`src/rtl/top.sv`:
```
// Parallel bank of delay lines: ungated taps at depths 1/3/5/9 and enable-gated
// taps at depths 2/4/6/10, each its own shift register, every bit an independent lane.
module top #(
  parameter int N = 8
) (
  input  logic         clk,
  input  logic         rst_n,
  input  logic [N-1:0] a,
  input  logic         e,
  output logic [N-1:0] z1,
  output logic [N-1:0] z2,
  output logic [N-1:0] z3,
  output logic [N-1:0] z4,
  output logic [N-1:0] z5,
  output logic [N-1:0] z6,
  output logic [N-1:0] z9,
  output logic [N-1:0] z10
);

  // Element [0] is the stage fed by a; the highest element drives the output.
  logic [N-1:0]       u1_q, u1_d;
  logic [2:0][N-1:0]  u3_q, u3_d;
  logic [4:0][N-1:0]  u5_q, u5_d;
  logic [8:0][N-1:0]  u9_q, u9_d;
  logic [1:0][N-1:0]  g2_q, g2_d;
  logic [3:0][N-1:0]  g4_q, g4_d;
  logic [5:0][N-1:0]  g6_q, g6_d;
  logic [9:0][N-1:0]  g10_q, g10_d;

  always_comb begin
    u1_d  = a;
    u3_d  = {u3_q[1:0], a};
    u5_d  = {u5_q[3:0], a};
    u9_d  = {u9_q[7:0], a};
    // Gated lines move as a whole or not at all.
    g2_d  = e ? {g2_q[0],    a} : g2_q;
    g4_d  = e ? {g4_q[2:0],  a} : g4_q;
    g6_d  = e ? {g6_q[4:0],  a} : g6_q;
    g10_d = e ? {g10_q[8:0], a} : g10_q;
  end

  always_ff @(posedge clk or negedge rst_n) begin
    if (!rst_n) begin
      u1_q  <= '0;
      u3_q  <= '0;
      u5_q  <= '0;
      u9_q  <= '0;
      g2_q  <= '0;
      g4_q  <= '0;
      g6_q  <= '0;
      g10_q <= '0;
    end else begin
      u1_q  <= u1_d;
      u3_q  <= u3_d;
      u5_q  <= u5_d;
      u9_q  <= u9_d;
      g2_q  <= g2_d;
      g4_q  <= g4_d;
      g6_q  <= g6_d;
      g10_q <= g10_d;
    end
  end

  assign z1  = u1_q;
  assign z3  = u3_q[2];
  assign z5  = u5_q[4];
  assign z9  = u9_q[8];
  assign z2  = g2_q[1];
  assign z4  = g4_q[3];
  assign z6  = g6_q[5];
  assign z10 = g10_q[9];

endmodule

```
`config.mk`:
```
export PLATFORM = sky130hd
export DESIGN_NAME = top
export DESIGN_NICKNAME = d
export VERILOG_FILES = /design/src/rtl/top.sv
export SDC_FILE = /design/constraint.sdc
export NUM_CORES = 1
export LEC_CHECK = 0
export ABC_AREA = 1
export ABC_CLOCK_PERIOD_IN_PS = 1800
export BUFFER_PORTS_ARGS = -buffer_cell sky130_fd_sc_hd__buf_4
export CAP_MARGIN = 15
export CELL_PAD_IN_SITES_DETAIL_PLACEMENT = 2
export CELL_PAD_IN_SITES_GLOBAL_PLACEMENT = 2
export CORE_MARGIN = 2
export CORE_UTILIZATION = 40
export CTS_BUF_LIST = sky130_fd_sc_hd__clkbuf_8
export CTS_CLUSTER_SIZE = 8
export DETAILED_ROUTE_END_ITERATION = 6
export GPL_ROUTABILITY_DRIVEN = 0
export MAX_ROUTING_LAYER = met4
export PLACE_DENSITY_LB_ADDON = 0.1
export SETUP_SLACK_MARGIN = 0.15
export SYNTH_ARGS = -nofsm -noshare
export SYNTH_HDL_FRONTEND = slang
export SYNTH_SLANG_ARGS = --single-unit
```
`constraint.sdc`:
```
create_clock -name clk -period 1.8 [get_ports clk]
set_input_delay 0.18 -clock clk [delete_from_list [all_inputs] [get_ports clk]]
set_output_delay 0.18 -clock clk [all_outputs]
set_load 0.05 [all_outputs]
```
**Yosys cells after proc, flatten, opt, wreduce, memory -nomap -nowiden**

Index checks and enable logic that the tools add are counted.

- Register bits after elaboration: 152
- Bits of input ports: 11
- Output and inout bits: 64
- Word-level logic and storage cells: 19

**Longest topological paths before layout**

Gate-level depths: netlist (run 1).

- Word-level depth: 0
- Depth in mapped cells: 5
- Depth with buffers taken out: 3

**Least setup slack after synthesis (run 1)**

No wires, ideal clock.

- Path type: register to output
- From: register u9_q, in the netlist z9[0]
- To: output port z9[0]
- Data arrival time: 0.586 ns
- Data required time: 1.620 ns
- Path slack: 1.034 ns
- Stages on the path, launching flop included: 1
- Path through: dfrtp_1

RTL lines:

| element | RTL line | text |
|---|---|---|
| start: declaration | 24 | `logic [8:0][N-1:0] u9_q, u9_d;` |
| start signal: assignment | 56 | `u9_q <= u9_d;` |
| end: declaration | 16 | `output logic [N-1:0] z9,` |

No word-level cell between the ends.

**Worst setup path in the final report (run 1)**

- From: register g6_q, in the netlist z6[0]
- To: output port z6[0]

RTL lines:

| element | RTL line | text |
|---|---|---|
| start: declaration | 27 | `logic [5:0][N-1:0] g6_q, g6_d;` |
| start signal: assignment | 59 | `g6_q <= g6_d;` |
| end: declaration | 15 | `output logic [N-1:0] z6,` |

No word-level cell between the ends.

==> impl_metrics.toml, run 1 <==
[logic_synthesis]
yosysWarnings = 0
async_reset_ff_share_pct = 100
yosysTopAreaCellShare_pct = 72.2
synth_edf_count = 0
synthAdderAreaFrac_pct = 0
synthTopCellsByCount = "nand2_1 (240), dfrtp_1 (152), buf_4 (57)"
yosysMostFrequentCell = "nand2_1"
synth_mux_area_share_pct = 0
synth_top_family_by_area = "simple AND/OR/NAND/NOR gates"
netlist_area_mm2 = 0.00527
synth-simple-area-share_pct = 17.1
synthFlopType = "dfrtp_1"
ys_types = 6
syn_area_per_cell_um2 = 11.3
synth_top_cell_by_area = "dfrtp_1"
synth_seq_area_share_pct = 72.2
postSynthCellCount = 466
ys_ff_latch = 152
synth_compound_gate_area_share_pct = 0
syn_nets = 477
synth.area.top_cells = "dfrtp_1 (72%), nand2_1 (17%), buf_4 (8.1%), buf_6 (1.7%), buf_2 (0.76%)"
synth_xor_xnor_area_share_pct = 0

[drt]
wire_per_inst_um = 14.6
vias = 3077
drc = 0
viasPerCell = 4.49
drtIter0Drc = 151
postRouteAntennaNets = 0
wirelength_um = 10000
firstDrtPassIters = 4

[critical_path]
rr_worst_depth = 2
worstSetupPathType = "reg -> out"
start_kind = "register"
cpMaxStageDelayCell = "dfrtp_1"
max_stage_delay_ns = 0.43
cpLargestDelayFamily = "flip-flops"
rrSetupSlack_ns = 1.10
critPathRequiredTime_ns = 1.62
path_buf_inv = 1
cp.arrival_ns = 1.11
crit_fanout = 3
r2r-start = "z6[0]$_DFFE_PN0P_"
cp-end-kind = "primary output"
timing.rr.end = "g10_q[48]$_DFFE_PN0P_"
crit_chain = "buf_4"

[job]
drv_cap = 0

[grt]
grt_pass1_vias = 3378
track_usage_pct = 16.3
grt_pass1_wl_um = 17100
grt_overflow = 0
antenna_found_initial = 0
grt_max_degree = 81

[final_layout]
diodes = 0
nFillCells = 1333
area_growth_pct = 13.8
postLayoutCoreUtil_pct = 47.2
final_area_mm2 = 0.00600
drive_gt1_share_pct = 21.8
fin_nets = 512
multi_input_area_um2 = 901
regArea_mm2 = 0.00380

[sta]
finalCriticalPeriod_ns = 1.29
tns_ns = 0
fin_crit_sh_pct = 71.6
finalHoldViolations = 0
setup_viol = 0
clock.fmax_ghz = 0.776
maxSlewHeadroom_pct = 60.2
setup_ws_ns = 0.511
skew_ns = 0.00667
final-max-slew-violation-count = 0
rsz0062_at_grt = "no"
worst_slew_pin_slew_ns = 0.598

[place]
place_ws_ns = 0.615
dpl_cell_area_mm2 = 0.00557
dpl.hpwl_um = 6280
place.port_buffers = 74

[worst_hold_path]
holdPathStages = 3
hold_class = "in -> reg"
whs_endpoint = "g10_q[26]$_DFFE_PN0P_"
min-delay-start = "e"

[pwr]
p_total_uw = 7330
power.leakage_uw = 0.00317
ir_drop_mv = 0.556
powerDensity_mw_per_mm2 = 1220

[cts]
clock_latency_ns = 0.45
clockRootBuffer = "clkbuf_8"
cts_tree = "yes"
cts_hold_buf = 9
cts_buffer_depth = 2
numCtsBuffers = 17
cts_setup_buffers = 0
cts.htree.levels = 4
cts_resized = 0
cts.clk_slew.worst_paths_ns = 0.08
cts.sinks = 152

[die]
die_w_um = 119
start_util_pct = 41.4
io_pins = 75
die_area_mm2 = 0.0141
die_h_um = 119
rows = 41
core-area_mm2 = 0.0127

[run_status]
outcome = "finished clean"
[kinds of logic after synthesis]
logic type,after synthesis
buffers and inverters,74
DFF,152
and+or+nand+nor,240
[through the flow]
stage	hold slack [ns]	std cells
6_report	0.0986	686
5_1_grt	0.0843	686
4_1_cts	0.0727	686
3_5_place_dp	0.183	645
3_3_place_gp	0.174	645
2_1_floorplan	-0.116	466
[power by group]
| part | total, uW | leakage [uW] | switching (uW) | internal (uW) |
|---|---|---|---|---|
| Combinational | 1140 | 0.00112 | 820 | 325 |
| Clock | 2250 | 0.000170 | 1290 | 951 |
| Sequential | 3940 | 0.00188 | 198 | 3740 |
[per-layer routing]
metal | vias up | track usage, % | share of wire (%)
met3 | 13 | 5.45 | 4.1
met5 | - | - | 0
met2 | 57 | 25.1 | 51
li1 | 1414 | - | -
met4 | 0 | 6.70 | 1.7
met1 | 1593 | 19.9 | 43
[state kept, by name, indices dropped and copies added (netlist names)]
name	count
z10	8
u9_d	64
g10_q	40
z2	8
g4_q	16
z9	8
z6	8
[how the worst max path moves through the flow]
stage	to	slack (ns)	start	cells after the start
5_1_grt	z6[0]	0.44	z6[0]$_DFFE_PN0P_	1
3_3_place_gp	g4_q[5]$_DFFE_PN0P_	0.67	e	4
4_1_cts	z6[0]	0.48	z6[0]$_DFFE_PN0P_	1
6_report	z6[0]	0.51	z6[0]$_DFFE_PN0P_	1
3_5_place_dp	z2[5]$_DFFE_PN0P_	0.61	e	4
2_1_floorplan	z9[0]	1.03	z9[0]$_DFF_PN0_	0
[cells in the final DEF, fill, tap and decap left out]
cell type and count:
buf_12 3, buf_4 76, buf_6 1, clkbuf_8 17, clkinv_2 4, clkinv_4 3, clkinvlp_4 4, dfrtp_1 152
dlygate4sd3_1 9, inv_1 1, inv_6 4, nand2_1 240
[cell type report]
type / count / area share (%)
clock buffers: 17 / 3.90
clock inverters: 15 / 1.77
inverters: 1 / 0.146
multi-input cells: 240 / 15.0
flip-flops and latches: 152 / 63.4
well taps: 172 / 3.59
repair buffers: 89 / 12.2
Note: power is estimated with default switching activity, not from simulation.
==> inputs of run 2 (changes only) <==
--- a/config.mk
+++ b/config.mk
@@ -6,13 +6,13 @@
 export NUM_CORES = 1
 export LEC_CHECK = 0
 export ABC_AREA = 1
-export ABC_CLOCK_PERIOD_IN_PS = 1800
+export ABC_CLOCK_PERIOD_IN_PS = 1100
 export BUFFER_PORTS_ARGS = -buffer_cell sky130_fd_sc_hd__buf_4
 export CAP_MARGIN = 15
 export CELL_PAD_IN_SITES_DETAIL_PLACEMENT = 2
 export CELL_PAD_IN_SITES_GLOBAL_PLACEMENT = 2
 export CORE_MARGIN = 2
-export CORE_UTILIZATION = 40
+export CORE_UTILIZATION = 35
 export CTS_BUF_LIST = sky130_fd_sc_hd__clkbuf_8
 export CTS_CLUSTER_SIZE = 8
 export DETAILED_ROUTE_END_ITERATION = 6
==> constraint.sdc (replaced) <==
create_clock -name clk -period 1.1 [get_ports clk]
set_input_delay 0.11 -clock clk [delete_from_list [all_inputs] [get_ports clk]]
set_output_delay 0.11 -clock clk [all_outputs]
set_load 0.05 [all_outputs]
==> run 2 against run 1 <==
The flow now finishes with violations (setup timing). Sequential share of layout area down 6.8 points. Setup slack worse by 0.55 ns. Via count up 4.7%. Global-route usage down 1.3 points. Register-to-register slack worse by 0.89 ns. Hold slack worse by 0.034 ns. Flip-flop and latch count unchanged. Power up 80%. Critical path depth unchanged. First-iteration DRC count up 13%. Design area up 12%. Routed wire length up 6.5%. Critical path type unchanged. Largest power group unchanged. Highest routed layer unchanged.
==> impl_metrics.toml, run 2 (synthesized netlist as in run 1, its figures left out) <==
[grt]
track_usage_pct = 15.1
grt_pass1_wl_um = 18400
grt_max_degree = 55
grt_overflow = 0
grt_pass1_vias = 3657
antenna_found_initial = 0

[final_layout]
final_common_cell = "nand2_1"
diodes = 0
fin_nets = 559
postLayoutCoreUtil_pct = 45.9
largest_reg_flops = 64
final_cell_mix = "nand2_1 (240), dfrtp_1 (152), buf_6 (65), buf_4 (56), clkbuf_8 (20)"
drive_gt1_share_pct = 28.5
area_growth_pct = 27.5

[die]
rows = 44
start_util_pct = 36.0
core-area_mm2 = 0.0146
die_w_um = 127
io_pins = 75
die_h_um = 127
die_area_mm2 = 0.0161

[pwr]
swShare_pct = 29.7
power.leakage_uw = 0.00353
p_comb_share_pct = 17.9
intPower_uw = 9270
powerDensity_mw_per_mm2 = 1960
p_switching_uw = 3920
clkPwrFrac_pct = 33.1
ir_drop_mv = 0.962
seqPwrFrac_pct = 49.0

[run_status]
outcome = "finished, violations left"
violations = "setup timing"

[sta]
skew_ns = 0.0144
fin_crit_sh_pct = 104
finalHoldViolations = 0
clock.fmax_ghz = 0.875
finalCriticalPeriod_ns = 1.14
setup_ws_ns = -0.0422
tns_ns = -0.403
maxSlewHeadroom_pct = 80.5
final-max-slew-violation-count = 0
worst_slew_pin_slew_ns = 0.292
rsz0062_at_grt = "yes"
setup_viol = 33

[critical_path]
crit_end = "z4[3]"
cpLargestDelayFamily = "flip-flops"
cp.arrival_ns = 1.03
worstSetupPathType = "reg -> out"
max_stage_delay_ns = 0.43
rr_worst_depth = 4
timing.rr.end = "g10_q[33]$_DFFE_PN0P_"
start_kind = "register"
cpMaxStageDelayCell = "dfrtp_1"
critPathLaunch = "g10_q[27]$_DFFE_PN0P_"
cp-end-kind = "primary output"
crit_cells = 1
crit_chain = "buf_6"
critPathRequiredTime_ns = 0.99
rrSetupSlack_ns = 0.21
path_buf_inv = 1
r2r-start = "g10_q[25]$_DFFE_PN0P_"
crit_fanout = 2

[cts]
clock_latency_ns = 0.44
cts.clk_slew.worst_paths_ns = 0.08
cts.sinks = 152
numCtsBuffers = 17
cts_tree = "yes"
cts_buffer_depth = 2
cts.htree.levels = 4
clockRootBuffer = "clkbuf_8"

[drt]
vias = 3222
drtIter0Drc = 170
postRouteAntennaNets = 0
wire_per_inst_um = 14.3
firstDrtPassIters = 4
viasPerCell = 4.32
wirelength_um = 10700
drc = 0

[place]
dpl.hpwl_um = 6580
place.port_buffers = 74

[job]
drv_cap = 0

[worst_hold_path]
hold_class = "in -> reg"
-- run 2: cell types whose count changed in the layout (fill, tap and decap cells not counted), sizes merged --
| cell | change |
|---|---|
| buf | +47 |
| bufinv | +2 |
| clkbuf | +3 |
| clkinv | -3 |
| clkinvlp | -1 |
| inv | -1 |
-- run 2: power by group through the flow --
stage	clock network (uW)	registers, uW	logic, uW
after global routing	4780	6550	2560
after detailed placement	0	6570	1920
after global placement	0	6540	1880
after floorplan	0	6500	1520
after CTS	4550	6470	2330
final	4370	6460	2360
-- run 2: metal layers --
metal,wire (um),global-route usage [%],vias to the layer above
li1,-,-,1507
met1,4720,18.8,1654
met2,5470,24.0,53
met3,360,4.26,8
met4,114,4.65,0
met5,0,-,-
-- run 2: area by class of cell --
cell class	count	area, um2
Tap cell	184	230
Sequential cell	152	3800
Multi-Input combinational cell	240	901
Fill cell	1497	7920
Clock buffer	20	275
Inverter	1	8.76
Clock inverter	12	140
Timing Repair Buffer	136	1360
-- run 2: metrics by stage --
stage,setup WS (ns),cell area [um2],instances,hold WS [ns],total power (uW)
after floorplan,0.404,5270,466,-0.186,8020
after global placement,0.251,5680,664,0.0000322,8420
after detailed placement,0.214,5680,664,0.00376,8490
after CTS,-0.0850,6650,735,0.0315,13300
after global routing,-0.115,6720,745,0.0401,13900
final,-0.0422,6720,745,0.0646,13200
-- run 2: worst reg2reg max path, cell delays in order (launching register included) --
cell and delay (ns):
dfrtp_1 0.41, buf_4 0.14, buf_4 0.12, nand2_1 0.06
nand2_1 0.06
-- run 2: worst min path at each step --
stage	start	endpoint	slack, ns	cells after the start
2_1_floorplan	rst_n	g10_q[24]$_DFFE_PN0P_	-0.19	0
3_3_place_gp	rst_n	z9[4]$_DFF_PN0_	0.00003	1
3_5_place_dp	rst_n	u9_d[60]$_DFF_PN0_	0.004	1
4_1_cts	e	g10_q[32]$_DFFE_PN0P_	0.03	4
5_1_grt	e	g10_q[32]$_DFFE_PN0P_	0.04	4
6_report	e	g10_q[39]$_DFFE_PN0P_	0.06	4
-- run 2: repair_timing --
action | 4_1_cts | 5_1_grt
resized for setup | 64 | 0
hold endpoints to repair | 168 | 0
endpoints found under the setup margin | 64 | 64
buffers inserted | 30 | 10
hold buffers | 9 | 0
==> inputs of run 3 (changes only) <==
--- a/config.mk
+++ b/config.mk
@@ -19,6 +19,7 @@
 export GPL_ROUTABILITY_DRIVEN = 0
 export MAX_ROUTING_LAYER = met4
 export PLACE_DENSITY_LB_ADDON = 0.1
+export REMOVE_ABC_BUFFERS = 1
 export SETUP_SLACK_MARGIN = 0.15
 export SYNTH_ARGS = -nofsm -noshare
 export SYNTH_HDL_FRONTEND = slang
==> run 3 against run 2 <==
The flow still finishes with violations (setup timing). Design area increased by 1.2%. Clock power rose by 15%. Routed wire length decreased by 3.0%. Clock skew shrank 0.0068 ns. Hold slack lost 0.027 ns. Final cell count is 0.13% lower. Clock-buffer cell count unchanged. Global-route usage is 0.24 points lower. Setup slack is essentially flat. Critical path depth is the same. Sequential share of layout area decreased by 0.67 points.
==> impl_metrics.toml, run 3 (synthesized netlist as in run 1, its figures left out) <==
[run_status]
outcome = "finished, violations left"
violations = "setup timing"

[final_layout]
final_common_cell = "nand2_1"
final-instance-count-excl-fill = 744
fin_nets = 560
drive_gt1_share_pct = 28.0
largest_reg_flops = 64
diodes = 0
final_cell_mix = "nand2_1 (240), dfrtp_1 (152), buf_6 (65), buf_4 (56), clkbuf_8 (20)"
area_growth_pct = 29.0

[critical_path]
r2r-start = "z6[5]$_DFFE_PN0P_"
rr_worst_depth = 4
max_stage_delay_ns = 0.42
timing.rr.end = "g10_q[53]$_DFFE_PN0P_"
cpMaxStageDelayCell = "dfrtp_1"
cp.arrival_ns = 1.03
worstSetupPathType = "reg -> out"
cp-end-kind = "primary output"
critPathLaunch = "z2[6]$_DFFE_PN0P_"
path_buf_inv = 1
crit_fanout = 2
cpLargestDelayFamily = "flip-flops"
crit_chain = "buf_6"
critPathRequiredTime_ns = 0.99
start_kind = "register"
rrSetupSlack_ns = 0.22

[sta]
setup_ws_ns = -0.0421
maxSlewHeadroom_pct = 79.5
worst_hold_slack_ns = 0.0374
rsz0062_at_grt = "yes"
finalCriticalPeriod_ns = 1.14
skew_ns = 0.00754
setup_viol = 44
final-max-slew-violation-count = 0
fin_crit_sh_pct = 104
worst_slew_pin_slew_ns = 0.307
clock.fmax_ghz = 0.876
finalHoldViolations = 0

[grt]
antenna_found_initial = 0
grt_overflow = 0
grt_max_degree = 53
grt_pass1_vias = 3585
track_usage_pct = 14.8
grt_pass1_wl_um = 17900

[drt]
drtIter0Drc = 113
drc = 0
vias = 3225
viasPerCell = 4.33
postRouteAntennaNets = 0
firstDrtPassIters = 3
wire_per_inst_um = 13.9
wirelength_um = 10400

[cts]
cts_buffer_depth = 2
cts.sinks = 152
clockRootBuffer = "clkbuf_8"
cts.clk_slew.worst_paths_ns = 0.08
cts.htree.levels = 4
clock_latency_ns = 0.44
cts_tree = "yes"
numCtsBuffers = 17

[die]
die_w_um = 127
die_area_mm2 = 0.0161
io_pins = 75
die_h_um = 127
rows = 44
core-area_mm2 = 0.0146
start_util_pct = 36.0

[place]
placed_cells = 661
dpl.hpwl_um = 6210
place.port_buffers = 74

[worst_hold_path]
hold_class = "in -> async"

[pwr]
power.leakage_uw = 0.00358
powerDensity_mw_per_mm2 = 2030
ir_drop_mv = 0.847

[job]
drv_cap = 0
## run 3: layout make-up
cell class / count / area [um2]
fill: 1491 / 7840
clock buffer: 20 / 275
clock inverter: 10 / 200
sequential: 152 / 3800
tap: 184 / 230
multi-input combinational: 240 / 901
inverter: 1 / 8.76
timing repair buffer: 137 / 1380
## run 3: metal layers
metal,vias up,global-route usage (%),routed length (um)
met5,-,-,0
met4,0,6.98,195
met3,15,3.96,349
met2,54,24.0,5390
met1,1645,17.4,4420
li1,1511,-,-
## run 3: per-stage QoR
stage	utilization [%]	worst slack, ns	TNS [ns]	area [um2]	total power [uW]
finish	46.4	-0.0421	-0.466	6800	13800
global route	46.4	-0.0941	-3.81	6800	14500
CTS	45.9	-0.0775	-2.61	6720	14000
detailed placement	38.7	0.234	0	5670	8480
global placement	38.7	0.266	0	5670	8390
floorplan	-	0.253	0	4710	7620
## run 3: what timing repair did
item,CTS,global route
setup endpoints to repair,64,64
pin swaps,0,0
endpoints found under the hold margin,168,0
resized for setup,64,0
hold buffers,9,0
buffers inserted,33,11
## run 3: power by group
group,switching (uW),leakage [uW],internal (uW)
clock,1950,0.000243,3070
combinational,1440,0.00145,920
sequential,318,0.00188,6130
total,3700,0.00358,10100
## run 3: how the worst max path moves through the flow
| stage | to | slack [ns] | depth (start not counted) |
|---|---|---|---|
| 2_1_floorplan | g10_q[32]$_DFFE_PN0P_ | 0.25 | 2 |
| 3_3_place_gp | g10_q[24]$_DFFE_PN0P_ | 0.27 | 5 |
| 3_5_place_dp | z2[5]$_DFFE_PN0P_ | 0.23 | 5 |
| 4_1_cts | z2[0] | -0.08 | 1 |
| 5_1_grt | z2[6] | -0.09 | 1 |
| 6_report | z2[6] | -0.04 | 1 |
